**src/rtl/demux18_deser.sv**
```systemverilog
// 1:8 serial-to-parallel demux. A 3-bit slot counter steers each valid bit into the shadow word, and the whole word is published with a one-cycle strobe.
// Optional DEMUX18_PARITY_EN: a 9th odd-parity bit is collected per frame and reported on perr.
module demux18_deser #(
  parameter int unsigned MSB_FIRST = 0
) (
  input  logic       clk,
  input  logic       rst,
  input  logic       d,
  input  logic       d_valid,
  input  logic       sync,
  output logic [0:7] y,
  output logic       y_valid,
  output logic [2:0] slot,
  output logic       busy
`ifdef DEMUX18_PARITY_EN
  ,
  output logic       perr
`endif
);

`ifdef DEMUX18_PARITY_EN
  typedef enum logic [1:0] {S_IDLE, S_COLLECT, S_PAR} state_t;
  logic       r_perr;
`else
  typedef enum logic [0:0] {S_IDLE, S_COLLECT} state_t;
`endif

  state_t     r_state;
  logic [0:7] r_shadow;
  logic [0:7] r_y;
  logic       r_y_valid;
  logic [2:0] r_slot;
  logic [2:0] w_pos;
  logic [2:0] w_pos0;
  logic [0:7] w_merged;
  logic [0:7] w_first;

  always_comb begin
    w_pos           = (MSB_FIRST != 0) ? (3'd7 - r_slot) : r_slot;
    w_pos0          = (MSB_FIRST != 0) ? 3'd7 : 3'd0;
    w_merged        = r_shadow;
    w_merged[w_pos] = d;
    w_first         = '0;
    w_first[w_pos0] = d;
  end

  always_ff @(posedge clk) begin
    if (rst) begin
      r_state   <= S_IDLE;
      r_shadow  <= '0;
      r_y       <= '0;
      r_y_valid <= 1'b0;
      r_slot    <= '0;
`ifdef DEMUX18_PARITY_EN
      r_perr    <= 1'b0;
`endif
    end else begin
      r_y_valid <= 1'b0;
      if (sync) begin
        // sync overrides any frame-completing bit in the same cycle
        if (d_valid) begin
          r_shadow <= w_first;
          r_slot   <= 3'd1;
          r_state  <= S_COLLECT;
        end else begin
          r_shadow <= '0;
          r_slot   <= '0;
          r_state  <= S_IDLE;
        end
      end else if (d_valid) begin
`ifdef DEMUX18_PARITY_EN
        if (r_state == S_PAR) begin
          r_y       <= r_shadow;
          r_y_valid <= 1'b1;
          r_perr    <= ~(^r_shadow ^ d);
          r_state   <= S_IDLE;
        end else
`endif
        begin
          // IDLE always has slot 0, so it shares the COLLECT write path
          r_shadow <= w_merged;
          r_slot   <= r_slot + 3'd1;
          if (r_slot == 3'd7) begin
`ifdef DEMUX18_PARITY_EN
            r_state   <= S_PAR;
`else
            r_y       <= w_merged;
            r_y_valid <= 1'b1;
            r_state   <= S_IDLE;
`endif
          end else begin
            r_state <= S_COLLECT;
          end
        end
      end
    end
  end

  assign y       = r_y;
  assign y_valid = r_y_valid;
  assign slot    = r_slot;
  assign busy    = (r_state != S_IDLE);
`ifdef DEMUX18_PARITY_EN
  assign perr    = r_perr;
`endif

endmodule

```
**config.mk**
```make
export PLATFORM = sky130hd
export DESIGN_NAME = demux18_deser
export DESIGN_NICKNAME = d
export VERILOG_FILES = /design/src/rtl/demux18_deser.sv
export SDC_FILE = /design/constraint.sdc
export NUM_CORES = 1
export LEC_CHECK = 0
export ABC_AREA = 1
export BUFFER_PORTS_ARGS = -buffer_cell sky130_fd_sc_hd__buf_2
export CAP_MARGIN = 0
export CORE_MARGIN = 5
export CORE_UTILIZATION = 23
export CTS_BUF_LIST = sky130_fd_sc_hd__clkbuf_4 sky130_fd_sc_hd__clkbuf_8
export CTS_CLUSTER_DIAMETER = 200
export DETAILED_ROUTE_END_ITERATION = 8
export GPL_ROUTABILITY_DRIVEN = 0
export HOLD_SLACK_MARGIN = 0.03
export PLACE_DENSITY_LB_ADDON = 0.3
export SYNTH_ARGS = -nofsm -noshare
export SYNTH_HDL_FRONTEND = slang
export SYNTH_SLANG_ARGS = --single-unit
```
**constraint.sdc**
```tcl
create_clock -name clk -period 4.1 [get_ports clk]
set_input_delay 0.205 -clock clk [delete_from_list [all_inputs] [get_ports clk]]
set_output_delay 0.205 -clock clk [all_outputs]
set_load 0.02 [all_outputs]
```
### Word level (Yosys, flattened, before mapping)

Index checks and enable logic that the tools add are counted.

| cells by class | value |
|---|---|
| muxes and demuxes | 14 |
| magnitude comparators | 2 |
| div/mod/pow operators | 0 |
| multiply operators | 0 |
| shifts and indexed selects | 0 |
| equal/unequal tests | 1 |
| reduce and logical (&&, ||, !) cells | 4 |
| bitwise gates (word level) | 3 |
| $add $sub $neg | 1 |

Operators by type and width:

| cell | count |
|---|---|
| 8-bit 2-to-1 mux | 3 |
| 8-bit bitwise mux | 1 |
| 1-bit 2-to-1 mux | 7 |
| 3-bit 2-to-1 mux | 2 |
| 4-bit >= comparator (second input constant) | 1 |
| 4-bit by 1-bit less-than comparator with 1-bit output (second input constant) | 1 |
| 3-bit NOT with 4-bit output | 1 |
| 3-bit by 1-bit adder with 3-bit output (second input constant) | 1 |
| 1-bit demux with 3-bit select | 1 |
| 3-bit == test (second input constant) | 1 |
| 3-bit AND reduction | 1 |
| 3-bit OR reduction | 1 |
| 1-bit NOT | 2 |
| 2-bit nonzero test | 1 |
| 1-bit logical AND | 1 |

| storage, ports and cells | value |
|---|---|
| bits in latches | 0 |
| word-level logic and storage cells | 30 |
| output and inout port bits | 13 |
| memories | 0 |
| bits in writable memories | 0 |
| memory bits (read-only) | 0 |
| register bits | 21 |

### Longest topological paths before layout

| logic depth | value |
|---|---|
| word-level depth | 8 |
| depth in mapped cells | 8 |
| gate-level depth less buffers | 7 |

### Least setup slack after synthesis

No wires, ideal clock.

| timing | value |
|---|---|
| kind | reg2reg |
| start | reg r_slot[1], in the netlist slot[1] |
| end | reg r_y, in the netlist y[0] |
| data required time | 3.991 ns |
| data arrival time | 1.291 ns |
| buffers on the path | 1 |
| setup slack | 2.700 ns |
| setup time | 0.109 ns |
| clock period less this slack | 1.400 ns |
| stages on the path, launching flop included | 9 |
| cells stage by stage | dfxtp_1 ha_1 ha_1 inv_1 nor2_4 buf_6 nand2_1 nand2_1 inv_1 |

| between the ends | value |
|---|---|
| longest elaborated chain between the ends | 6 |

Ends and longest elaborated chain:

| element | line | RTL |
|---|---|---|
| start: declaration | 32 | `logic [2:0] r_slot;` |
| start signal: assignment | 82 | `r_slot <= r_slot + 3'd1;` |
| 3-bit NOT with 4-bit output (implied by the code) | 42 | `w_merged[w_pos] = d;` |
| 4-bit >= comparator (implied by the code) or 4-bit by 1-bit less-than comparator with 1-bit output (tied branches) | 42 |  |
| 1-bit logical AND (implied by the code) | 42 |  |
| 1-bit 2-to-1 mux (implied by the code) | 42 |  |
| 1-bit demux with 3-bit select | 42 |  |
| 8-bit bitwise mux | 42 |  |
| end signal: assignment | 87 | `r_y <= w_merged;` |
| end: declaration | 30 | `logic [0:7] r_y;` |

Parallel ways exist; a longest one is shown, timed or not.
A chain may end at the register's enable or synchronous reset.

### Worst setup path after layout

| timing | value |
|---|---|
| start | reg r_slot[1], in the netlist slot[1] |
| end | reg r_y, in the netlist y[3] |

Same word-level chain as after synthesis.

==> flow_metrics.env <==
export IMPL_status="finished clean"
export IMPL_use_met2_pct=12.8
export IMPL_wirelength_um=2290
export IMPL_wl_per_cell_um=10.3
export IMPL_ys_seq_area_share_pct=39.3
export IMPL_arrival_ps=1810
export IMPL_row_count=24
export IMPL_synthMostInstantiatedCell="nand2_1"
export IMPL_dp_cells=218
export IMPL_ys_seq_elements=21
export IMPL_synth_top_flop_cell="dfxtp_1"
export IMPL_grt_use_met1_pct=11.1
export IMPL_cp_end_kind="register"
export IMPL_synth_simple_area_share_pct=30.1
export IMPL_regArea_um2=420
export IMPL_area_growth_pct=13.9
export IMPL_synth_distinct_cells=19
export IMPL_stdcell_count=222
export IMPL_power_density_nw_per_um2=310
export IMPL_start_kind="register"
export IMPL_synthMuxAreaShare_pct=0
export IMPL_tns_ps=0
export IMPL_post_cts_buffers=0
export IMPL_hold_viol=0
export IMPL_numPortBuffers=17
export IMPL_min_path_type="input port to register"
export IMPL_critPathKind="register to register"
export IMPL_dr_pass1_iters=4
export IMPL_antenna_cells=0
export IMPL_clockBufferDepth=2
export IMPL_synth_edff_count=0
export IMPL_synth_top_family_by_area="simple AND/OR/NAND/NOR gates"
export IMPL_grt_overflow_total=0
export IMPL_drive_gt1_share_pct=14.1
export IMPL_busiest_layer="met2"
export IMPL_start_util_pct=24.1
export IMPL_holdCritStartpoint="sync"
export IMPL_reg2reg_to="y[3]"
export IMPL_ir_drop_mv=0.105
export IMPL_rsz0062_at_grt="no"
export IMPL_clock_root_buffer="clkbuf_8"
export IMPL_ant_nets=0
export IMPL_synth_async_reset_ratio_pct=0
export IMPL_synth_xor_area_share_pct=0
export IMPL_cp_required_ps=4270
export IMPL_synth_top_cells_by_count="nand2_1 (46), inv_1 (24), dfxtp_1 (21)"
export IMPL_syn_inst=156
export IMPL_synth_area_um2=1070
export IMPL_synthAdderAreaFrac_pct=3.50
export IMPL_cts_buffers=3
export IMPL_drt_iter0_markers=60
export IMPL_skew_ps=3.32
export IMPL_cts_resized=0
export IMPL_r2r_cells=7
export IMPL_use_met3_pct=2.63
export IMPL_dieArea_um2=6120
export IMPL_die_h_um=78.2
export IMPL_clk_pin_slew_worst_paths_ps=80
export IMPL_r2r_start="slot[1]"
export IMPL_grt_max_degree=15
export IMPL_synth_nets=164
export IMPL_dp_hpwl_um=1680
export IMPL_track_usage_pct=8.44
export IMPL_antenna_found_initial=0
export IMPL_ctsHoldBuffers=0
export IMPL_finalCriticalPeriod_ps=1640
export IMPL_startpoint="slot[1]"
export IMPL_drc=0
export IMPL_via_per_inst=4.36
export IMPL_avgSynthCellArea_um2=6.87
export IMPL_cap_violations=0
export IMPL_grt_pass1_vias=890
export IMPL_finalCritPeriodShare_pct=40.1
export IMPL_yosysWarnings=0
export IMPL_synth_compound_area_share_pct=13.6
export IMPL_clk_latency_ps=260
export IMPL_nets=179
export IMPL_grt_pass1_wl_um=4130
export IMPL_num_vias=968
export IMPL_slew_headroom_pct=47.3
export IMPL_io_pins=18
export IMPL_tightest_slew_ps=788
export IMPL_h_tree_depth=1
export IMPL_ys_top_cells_by_area="dfxtp_1 (39%), nand2_1 (16%), inv_1 (8.4%)"
export IMPL_cts_tree="built"
export IMPL_coreArea_um2=4440
export IMPL_setup_viol=0
export IMPL_crit_path_end="y[3]"
export IMPL_synth_top_area_share_pct=39.3
export IMPL_ff2ff_setup_slack_ps=2460
export IMPL_cp_slowest_cell="dfxtp_1"
export IMPL_leakage_nw=0.568
export IMPL_multi_input_comb_area_um2=505
export IMPL_max_clock_freq_mhz=609
export IMPL_worstPathCellList="ha_1 -> ha_1 -> inv_1 -> nor2_4 -> nand2_1 -> nand2_1 -> inv_1"
export IMPL_fill_cells=518
export IMPL_cp_max_fo=14
export IMPL_fp_dieW_um=78.2
export IMPL_yosys_area_top_type="dfxtp_1"
export IMPL_slew_violations=0
export IMPL_cts_sink_count=21
export IMPL_critical_path_max_stage_delay_ps=580
[layer usage]
layer	routed length, um	part of all wire [%]
met1	1160	51
met2	951	42
met3	148	6.5
met4	22	0.96
met5	0	0
[state kept, by name (all words and copies together) (netlist names)]
signal	flops
y_valid	1
r_shadow	8
y	8
slot	3
busy	1
[cells in the final DEF, fill, tap and decap left out]
master / synthesis / routed
nand2_2: 1 / 1
nor2_4: 1 / 1
buf_2: 2 / 17
nor2_1: 4 / 4
nand2_1: 46 / 46
inv_2: 1 / 1
nand4_1: 6 / 6
o21ai_0: 4 / 4
a21oi_1: 13 / 13
ha_1: 3 / 3
o21a_1: 7 / 7
clkbuf_8: 0 / 3
clkinv_2: 0 / 1
clkinv_1: 1 / 1
a211oi_1: 1 / 1
dfxtp_1: 21 / 21
nand3_1: 16 / 16
inv_1: 24 / 24
[kinds of logic (layout without fill, tap and decap cells)]
| group | Yosys count | in the layout |
|---|---|---|
| DFF | 21 | 21 |
| and+or+nand+nor | 74 | 74 |
| AOI/OAI and AO/OA | 25 | 25 |
| buffers and inverters | 33 | 47 |
| adders and majority gates | 3 | 3 |
[worst min path at each step]
stage                        endpoint  slack [ps]  cells after the start
after floorplan           r_shadow[7]         270                      1
after global placement    r_shadow[2]         450                      2
after detailed placement  r_shadow[6]         460                      2
after CTS                     slot[0]         230                      3
after global routing          slot[0]         260                      3
final                         slot[0]         240                      3
[critical path: cells and delay by family, from the launching register on]
family,cells,cell delay [ps]
DFF,1,580
and+or+nand+nor,3,450
adders and majority gates,2,430
buffers and inverters,2,100
[per-stage QoR]
| step | util (%) | hold WS (ps) | instance area [um^2] | worst slack, ps | total power, mW |
|---|---|---|---|---|---|
| detailed placement | 26.4 | 455 | 1170 | 2460 | 0.247 |
| finish | 27.4 | 245 | 1220 | 2460 | 0.378 |
| global route | 27.4 | 259 | 1220 | 2290 | 0.402 |
| global placement | 26.4 | 453 | 1170 | 2510 | 0.247 |
| floorplan | - | 274 | 1070 | 2700 | 0.238 |
| CTS | 27.4 | 230 | 1220 | 2440 | 0.389 |
[final cells by class]
cell class                      instances  area share, %
Clock buffer                            3           3.38
Tap cell                               52           5.33
Sequential cell                        21           34.5
Multi-Input combinational cell        102           41.4
Timing Repair Buffer                   17           6.97
Clock inverter                          1          0.410
Inverter                               26           8.00
[where the power goes]
group | total, mW | switching [mW] | internal (mW)
Sequential | 0.211 | 0.00464 | 0.207
Combinational | 0.0306 | 0.0219 | 0.00872
Clock | 0.136 | 0.0684 | 0.0676
Total | 0.378 | 0.0949 | 0.283
Note: power is estimated with default switching activity, not from simulation.
